**config.mk**
```make
export PLATFORM = sky130hd
export DESIGN_NAME = zilla_div_rem_unit_flat
export DESIGN_NICKNAME = d
export VERILOG_FILES = /design/src/rtl/zilla_div_rem_unit_if.sv /design/src/rtl/zilla_div_rem_unit.sv /design/src/flat_wrapper.sv
export SDC_FILE = /design/constraint.sdc
export NUM_CORES = 1
export LEC_CHECK = 0
export CORE_ASPECT_RATIO = 1.2
export CORE_UTILIZATION = 39
export DETAILED_ROUTE_END_ITERATION = 16
export GPL_TIMING_DRIVEN = 0
export PLACE_DENSITY_LB_ADDON = 0.08
export SYNTH_ARGS = -nofsm -noshare
export SYNTH_HDL_FRONTEND = slang
export SYNTH_SLANG_ARGS = --single-unit
```
**constraint.sdc**
```tcl
create_clock -name clk_i -period 6.6 [get_ports clk_i]
set_input_delay 1.65 -clock clk_i [delete_from_list [all_inputs] [get_ports clk_i]]
set_output_delay 1.65 -clock clk_i [all_outputs]
set_load 0.005 [all_outputs]
```
**src/rtl/zilla_div_rem_unit_if.sv**
```systemverilog
// ----------------------------------------------------------------------------
// zilla_div_rem_unit_if
//
// Request/response bundle for the iterative divide/remainder unit.
//
// Parameter:
//   DATA_WIDTH  operand and result width
//
// Signals:
//   valid_i     request strobe (requester -> unit)
//   op_i        2'b00 DIV, 2'b01 DIVU, 2'b10 REM, 2'b11 REMU
//   dividend_i  dividend
//   divisor_i   divisor
//   kill_i      flush; aborts an operation that is still calculating
//   busy_o      unit not idle; requests are ignored while high
//   valid_o     result_o carries a fresh result this cycle
//   result_o    quotient or remainder, held between results
//
// Modports:
//   master      requester side
//   slave       unit side
// ----------------------------------------------------------------------------
interface zilla_div_rem_unit_if #(
  parameter int DATA_WIDTH = 32
) ();

  logic                  valid_i;
  logic [1:0]            op_i;
  logic [DATA_WIDTH-1:0] dividend_i;
  logic [DATA_WIDTH-1:0] divisor_i;
  logic                  kill_i;
  logic                  busy_o;
  logic                  valid_o;
  logic [DATA_WIDTH-1:0] result_o;

  modport master (
    output valid_i,
    output op_i,
    output dividend_i,
    output divisor_i,
    output kill_i,
    input  busy_o,
    input  valid_o,
    input  result_o
  );

  modport slave (
    input  valid_i,
    input  op_i,
    input  dividend_i,
    input  divisor_i,
    input  kill_i,
    output busy_o,
    output valid_o,
    output result_o
  );

endinterface

```
**src/rtl/zilla_div_rem_unit.sv**
```systemverilog
// ----------------------------------------------------------------------------
// zilla_div_rem_unit
//
// Iterative divider producing one quotient bit per cycle by restoring
// division on unsigned magnitudes. Signed operations divide magnitudes and
// fix the signs at the end: the quotient is negated when operand signs
// differ, the remainder takes the dividend's sign.
//
// Divide by zero yields an all-ones quotient and the dividend as remainder.
// Signed overflow (most negative / -1) yields the dividend as quotient and
// a zero remainder. Both fall out of the normal datapath, except that the
// quotient sign fix-up is suppressed for a zero divisor.
//
// Sequence: IDLE -> CALC (DATA_WIDTH cycles) -> DONE (valid_o) -> IDLE.
// kill_i aborts CALC silently; it is ignored in DONE and blocks an accept
// in IDLE.
//
// Configuration macro:
//   ZILLA_DIV_EARLY_OUT_EN  when defined, divide-by-zero and signed overflow
//                           requests jump straight from IDLE to DONE
//                           (result one cycle after accept).
//
// Parameter:
//   DATA_WIDTH  operand/result width, even, 8..64
//
// Ports:
//   clk_i       clock, rising edge
//   rst_i       asynchronous active-high reset
//   bus         zilla_div_rem_unit_if.slave (request, kill, busy, result)
// ----------------------------------------------------------------------------
module zilla_div_rem_unit #(
  parameter int DATA_WIDTH = 32
) (
  input  logic                 clk_i,
  input  logic                 rst_i,
  zilla_div_rem_unit_if.slave  bus
);

  localparam int W  = DATA_WIDTH;
  localparam int CW = $clog2(W);

  localparam logic [1:0] ST_IDLE = 2'd0;
  localparam logic [1:0] ST_CALC = 2'd1;
  localparam logic [1:0] ST_DONE = 2'd2;

  localparam logic [CW-1:0] LAST_STEP = CW'(W - 1);

  // --------------------------------------------------------------------------
  // State
  // --------------------------------------------------------------------------
  logic [1:0]    state_reg,  state_next;
  logic [1:0]    op_reg,     op_next;
  logic [W-1:0]  quo_reg,    quo_next;    // dividend bits shift out, quotient bits shift in
  logic [W-1:0]  rem_reg,    rem_next;    // partial remainder
  logic [W-1:0]  dvs_reg,    dvs_next;    // divisor magnitude
  logic [W-1:0]  result_reg, result_next;
  logic [CW-1:0] cnt_reg,    cnt_next;
  logic          neg_q_reg,  neg_q_next;
  logic          neg_r_reg,  neg_r_next;

  // --------------------------------------------------------------------------
  // Request decode
  // --------------------------------------------------------------------------
  logic         accept;
  logic         is_signed;
  logic         a_neg;
  logic         b_neg;
  logic [W-1:0] a_mag;
  logic [W-1:0] b_mag;
  logic         div_zero;

  assign accept    = (state_reg == ST_IDLE) && bus.valid_i && !bus.kill_i;
  assign is_signed = !bus.op_i[0];
  assign a_neg     = is_signed && bus.dividend_i[W-1];
  assign b_neg     = is_signed && bus.divisor_i[W-1];
  assign a_mag     = a_neg ? (W'(0) - bus.dividend_i) : bus.dividend_i;
  assign b_mag     = b_neg ? (W'(0) - bus.divisor_i)  : bus.divisor_i;
  assign div_zero  = (bus.divisor_i == '0);

`ifdef ZILLA_DIV_EARLY_OUT_EN
  logic         signed_ovf;
  logic         early_out;
  logic [W-1:0] early_result;

  assign signed_ovf = is_signed
                   && (bus.dividend_i == {1'b1, {(W-1){1'b0}}})
                   && (bus.divisor_i == '1);
  assign early_out  = div_zero || signed_ovf;
  assign early_result = div_zero ? (bus.op_i[1] ? bus.dividend_i : '1)
                                 : (bus.op_i[1] ? '0 : bus.dividend_i);
`endif

  // --------------------------------------------------------------------------
  // One restoring step. The shifted remainder needs one extra bit; once the
  // subtraction is taken the result is below the divisor, so W bits suffice
  // and the modulo-2^W subtraction is exact.
  // --------------------------------------------------------------------------
  logic [W:0]   shifted;
  logic         step_ge;
  logic [W-1:0] step_sub;
  logic [W-1:0] step_rem;
  logic [W-1:0] step_quo;
  logic [W-1:0] final_q;
  logic [W-1:0] final_r;
  logic [W-1:0] final_result;

  assign shifted  = {rem_reg, quo_reg[W-1]};
  assign step_ge  = (shifted >= {1'b0, dvs_reg});
  assign step_sub = shifted[W-1:0] - dvs_reg;
  assign step_rem = step_ge ? step_sub : shifted[W-1:0];
  assign step_quo = {quo_reg[W-2:0], step_ge};

  assign final_q      = neg_q_reg ? (W'(0) - step_quo) : step_quo;
  assign final_r      = neg_r_reg ? (W'(0) - step_rem) : step_rem;
  assign final_result = op_reg[1] ? final_r : final_q;

  // --------------------------------------------------------------------------
  // Next-state logic
  // --------------------------------------------------------------------------
  always_comb begin
    state_next  = state_reg;
    op_next     = op_reg;
    quo_next    = quo_reg;
    rem_next    = rem_reg;
    dvs_next    = dvs_reg;
    result_next = result_reg;
    cnt_next    = cnt_reg;
    neg_q_next  = neg_q_reg;
    neg_r_next  = neg_r_reg;

    case (state_reg)
      ST_IDLE: begin
        if (accept) begin
          op_next    = bus.op_i;
          quo_next   = a_mag;
          rem_next   = '0;
          dvs_next   = b_mag;
          cnt_next   = '0;
          // A zero divisor must leave the all-ones quotient untouched.
          neg_q_next = (a_neg ^ b_neg) && !div_zero;
          neg_r_next = a_neg;
          state_next = ST_CALC;
`ifdef ZILLA_DIV_EARLY_OUT_EN
          if (early_out) begin
            result_next = early_result;
            state_next  = ST_DONE;
          end
`endif
        end
      end

      ST_CALC: begin
        if (bus.kill_i) begin
          state_next = ST_IDLE;
        end else begin
          quo_next = step_quo;
          rem_next = step_rem;
          cnt_next = cnt_reg + CW'(1);
          if (cnt_reg == LAST_STEP) begin
            result_next = final_result;
            state_next  = ST_DONE;
          end
        end
      end

      ST_DONE: begin
        state_next = ST_IDLE;
      end

      default: begin
        state_next = ST_IDLE;
      end
    endcase
  end

  // --------------------------------------------------------------------------
  // Registers
  // --------------------------------------------------------------------------
  always_ff @(posedge clk_i or posedge rst_i) begin
    if (rst_i) begin
      state_reg  <= ST_IDLE;
      op_reg     <= '0;
      quo_reg    <= '0;
      rem_reg    <= '0;
      dvs_reg    <= '0;
      result_reg <= '0;
      cnt_reg    <= '0;
      neg_q_reg  <= 1'b0;
      neg_r_reg  <= 1'b0;
    end else begin
      state_reg  <= state_next;
      op_reg     <= op_next;
      quo_reg    <= quo_next;
      rem_reg    <= rem_next;
      dvs_reg    <= dvs_next;
      result_reg <= result_next;
      cnt_reg    <= cnt_next;
      neg_q_reg  <= neg_q_next;
      neg_r_reg  <= neg_r_next;
    end
  end

  // --------------------------------------------------------------------------
  // Outputs
  // --------------------------------------------------------------------------
  assign bus.busy_o   = (state_reg != ST_IDLE);
  assign bus.valid_o  = (state_reg == ST_DONE);
  assign bus.result_o = result_reg;

endmodule

```
**src/flat_wrapper.sv**
```systemverilog
// flat-port wrapper written by rule: the top's interface ports become plain ports
module zilla_div_rem_unit_flat 
#(
  parameter int DATA_WIDTH = 32
)
  (clk_i, rst_i, bus_valid_i, bus_op_i, bus_dividend_i, bus_divisor_i, bus_kill_i, bus_busy_o, bus_valid_o, bus_result_o);
  zilla_div_rem_unit_if #(.DATA_WIDTH(DATA_WIDTH)) bus_i ();
  input  logic clk_i;
  input  logic rst_i;
  input wire logic [$bits(bus_i.valid_i)-1:0] bus_valid_i;
  input wire logic [$bits(bus_i.op_i)-1:0] bus_op_i;
  input wire logic [$bits(bus_i.dividend_i)-1:0] bus_dividend_i;
  input wire logic [$bits(bus_i.divisor_i)-1:0] bus_divisor_i;
  input wire logic [$bits(bus_i.kill_i)-1:0] bus_kill_i;
  output wire logic [$bits(bus_i.busy_o)-1:0] bus_busy_o;
  output wire logic [$bits(bus_i.valid_o)-1:0] bus_valid_o;
  output wire logic [$bits(bus_i.result_o)-1:0] bus_result_o;
  assign bus_i.valid_i = bus_valid_i;
  assign bus_i.op_i = bus_op_i;
  assign bus_i.dividend_i = bus_dividend_i;
  assign bus_i.divisor_i = bus_divisor_i;
  assign bus_i.kill_i = bus_kill_i;
  assign bus_busy_o = bus_i.busy_o;
  assign bus_valid_o = bus_i.valid_o;
  assign bus_result_o = bus_i.result_o;
  zilla_div_rem_unit #(.DATA_WIDTH(DATA_WIDTH)) u_core (.clk_i(clk_i), .rst_i(rst_i), .bus(bus_i));
endmodule
```
==> out/results.tsv <==
metric	value	unit
areaGrowthSynthToFinish	20.0	%
power.net_switching	2.99	mW
core.rowCount	66	
wirelength	35.6	mm
antenna_found_initial	0	
cts_resized	0	
cp-end-kind	flip-flop	
synth_largest_area_cell	dfrtp_1	
cp.arrival	6.33	ns
postSynth.asyncResetShare	1.00	
setup_viol	0	
fin_skew	0.00796	ns
cts_tree	yes	
final_max_slew_viol_count	0	
cp_cell_sequence	ha_1, buf_2, nand4_1, nor3_2, o2111ai_2, a211oi_2, or2_4, buf_6, buf_6, buf_2, buf_2, mux2i_1, ha_1, nand2_1, nor3_1, a41oi_1, o21bai_1, nor4_2, a41oi_1, xor2_1, a21oi_1, nor2_1	
grt_max_degree	74	
power.total	6.09	mW
cts-buffers-inserted	17	
yosysWarningCount	0	
syn_area	10900	um2
placed_cells	1883	
layout.nets	1637	
grt_pass1_wl	57.0	mm
postSynthCellCount	1404	
path_class	reg2reg	
cpPeakStageDelay	0.51	ns
synthTopCellsByCount	180 x nand2_1, 169 x o21ai_0, 138 x dfrtp_1	
die-area	28700	um2
power_frac_clock	0.175	
grt_pass1_vias	10300	
cp_top_family	compound AO/OA/AOI/OAI gates	
clkLatencyLatePin	0.44	ns
ys_ff_latch	138	
min_period	6.01	ns
period_share	0.911	
globalRouteOverflowTotal	0	
ioPinCount	104	
crit_buf_inv	5	
layout-drive-gt1-share	0.0617	
pwr-share-seq	0.207	
start_kind	flip-flop	
die-width	155	um
powerDensity	465	nW/um2
clock-sinks	138	
dr.pass1.iters	5	
track_usage	0.259	
tightest_slew	0.852	ns
cts_max_level	4	
cts_hold_buf	0	
cp_max_fo	10	
post_drt_via_cell_ratio	5.48	
hp-class	reg2reg	
status	finished clean	
numPortBuffers	103	
ys_seq_area_frac	0.316	
p_int	3.09	mW
dp_hpwl	28.4	mm
die_height	185	um
drc	0	
cp_slowest_cell	nor4_2	
core_area	27300	um2
cts_root_buf	clkbuf_16	
rsz0062_at_grt	false	
finalCoreUtilization	0.479	
switching_share	0.492	
pwr-share-comb	0.618	
wl_per_cell	18.6	um
power_leakage	5.44	nW
ant_nets	0	
drv_cap	0	
gp_congestion	0.880	
num_antenna_cells	0	
avgSynthCellArea	7.78	um2
vias	10500	
ys_types	74	
timing.fmax	166	MHz
drt_iter0_drc	608	
start_util	0.399	
path_clk_slew	0.06	ns
synth_fp_nets	1513	
ir_drop	0.245	mV
critPathRequiredTime	6.92	ns
synth.area.top_cells	dfrtp_1 32%, o21ai_0 7.7%, xor2_1 6.7%, nand2_1 6.2%, a21oi_1 6.0%	
relSlewSlack	0.432	
synth_most_common_cell	nand2_1	
synth_edf_count	0	
synth_flop_cell	dfrtp_1	
finalNonFillerCells	1914	
cpMostUsedCell	buf_2	
clock_path_buffers	2	
hold_viol_final	0	
yosysTopAreaCellShare	0.316	
cts_setup_buffers	0	
-- power by group through the flow --
stage | clock (mW) | combinational (mW) | sequential, mW
2_1_floorplan | 0 | 2.78 | 1.18
3_3_place_gp | 0 | 3.70 | 1.26
3_5_place_dp | 0 | 3.71 | 1.27
4_1_cts | 1.08 | 3.74 | 1.25
5_1_grt | 1.11 | 4.18 | 1.29
6_report | 1.06 | 3.76 | 1.26
-- metal layers --
metal  up-vias  track usage  routed length [um]
li1       5247            -                   -
met1      4977        0.320               15800
met2       222        0.455               17600
met3        47       0.0332                1050
met4         0        0.105                1170
met5         -            0                   0
-- area by class of cell --
type / instances / area [um2]
flip-flops and latches: 138 / 3450
plain buffers: 76 / 357
well taps: 374 / 468
inverters: 55 / 211
repair buffers: 105 / 1070
clock inverters: 11 / 196
clock buffers: 20 / 437
fillers: 2747 / 14200
multi-input cells: 1135 / 6910
-- final timing paths --
check,startpoint,end,slack [ns],cells past startpoint
worst max-delay path,u_core.rem_reg[11]$_DFFE_PP0P_,u_core.bus.result_o[26]$_DFFE_PP0P_,0.59,22
worst min-delay path,u_core.bus.result_o[2]$_DFFE_PP0P_,u_core.bus.result_o[2]$_DFFE_PP0P_,0.48,2
worst max register to register,u_core.rem_reg[11]$_DFFE_PP0P_,u_core.bus.result_o[26]$_DFFE_PP0P_,0.59,22
worst min register to register,u_core.bus.result_o[2]$_DFFE_PP0P_,u_core.bus.result_o[2]$_DFFE_PP0P_,0.48,2
max in group asynchronous,rst_i,u_core.rem_reg[4]$_DFFE_PP0P_,4.13,3
min in group asynchronous,rst_i,u_core.cnt_reg[2]$_DFFE_PP0P_,1.66,2
-- tightest hold or removal path: cells and delay by family (launching register included) --
| family | cells | cell delay (ns) |
|---|---|---|
| flip-flops | 1 | 0.34 |
| AO/OA/AOI/OAI | 1 | 0.06 |
| AND/OR/NAND/NOR | 1 | 0.04 |
-- layout by cell type, fill, tap and decap left out, types with 8 or more instances in the layout --
cell	count
nand2_1	180
o21ai_0	169
dfrtp_1	138
nor2_1	131
a21oi_1	130
clkdlybuf4s50_1	103
xor2_1	83
clkbuf_1	52
inv_1	52
xnor2_1	46
ha_1	38
nor3_1	33
o31ai_1	29
mux2i_1	22
or3_1	20
nor4_1	19
clkbuf_16	17
nand2b_1	15
buf_2	15
a31oi_1	15
nand3_1	14
o21ai_1	14
a211oi_1	11
and2_1	11
nor2b_1	10
o41ai_1	10
a21o_1	10
or4_1	9
nand4_1	9
a22o_1	9
o211ai_1	8
o21a_1	8
-- kinds of logic after synthesis --
| kind of cell | synth area share |
|---|---|
| AND/OR/NAND/NOR | 0.206 |
| AO/OA/AOI/OAI | 0.252 |
| flip-flops | 0.316 |
| buffers and inverters | 0.0516 |
| XOR/XNOR | 0.103 |
| adder cells (fa/ha/maj) | 0.0454 |
| multiplexers | 0.0253 |
-- metrics by stage --
step | TNS [ns] | setup WS, ns | cell area, um2 | hold slack [ns]
4_1_cts | 0 | 0.468 | 13100 | 0.491
3_5_place_dp | 0 | 0.495 | 12500 | 0.475
6_report | 0 | 0.590 | 13100 | 0.485
5_1_grt | 0 | 0.206 | 13100 | 0.510
2_1_floorplan | 0 | 1.25 | 10900 | 0.450
3_3_place_gp | -144.39 | -1.06 | 12400 | 0.467
Power figures use the tool's default switching activity.
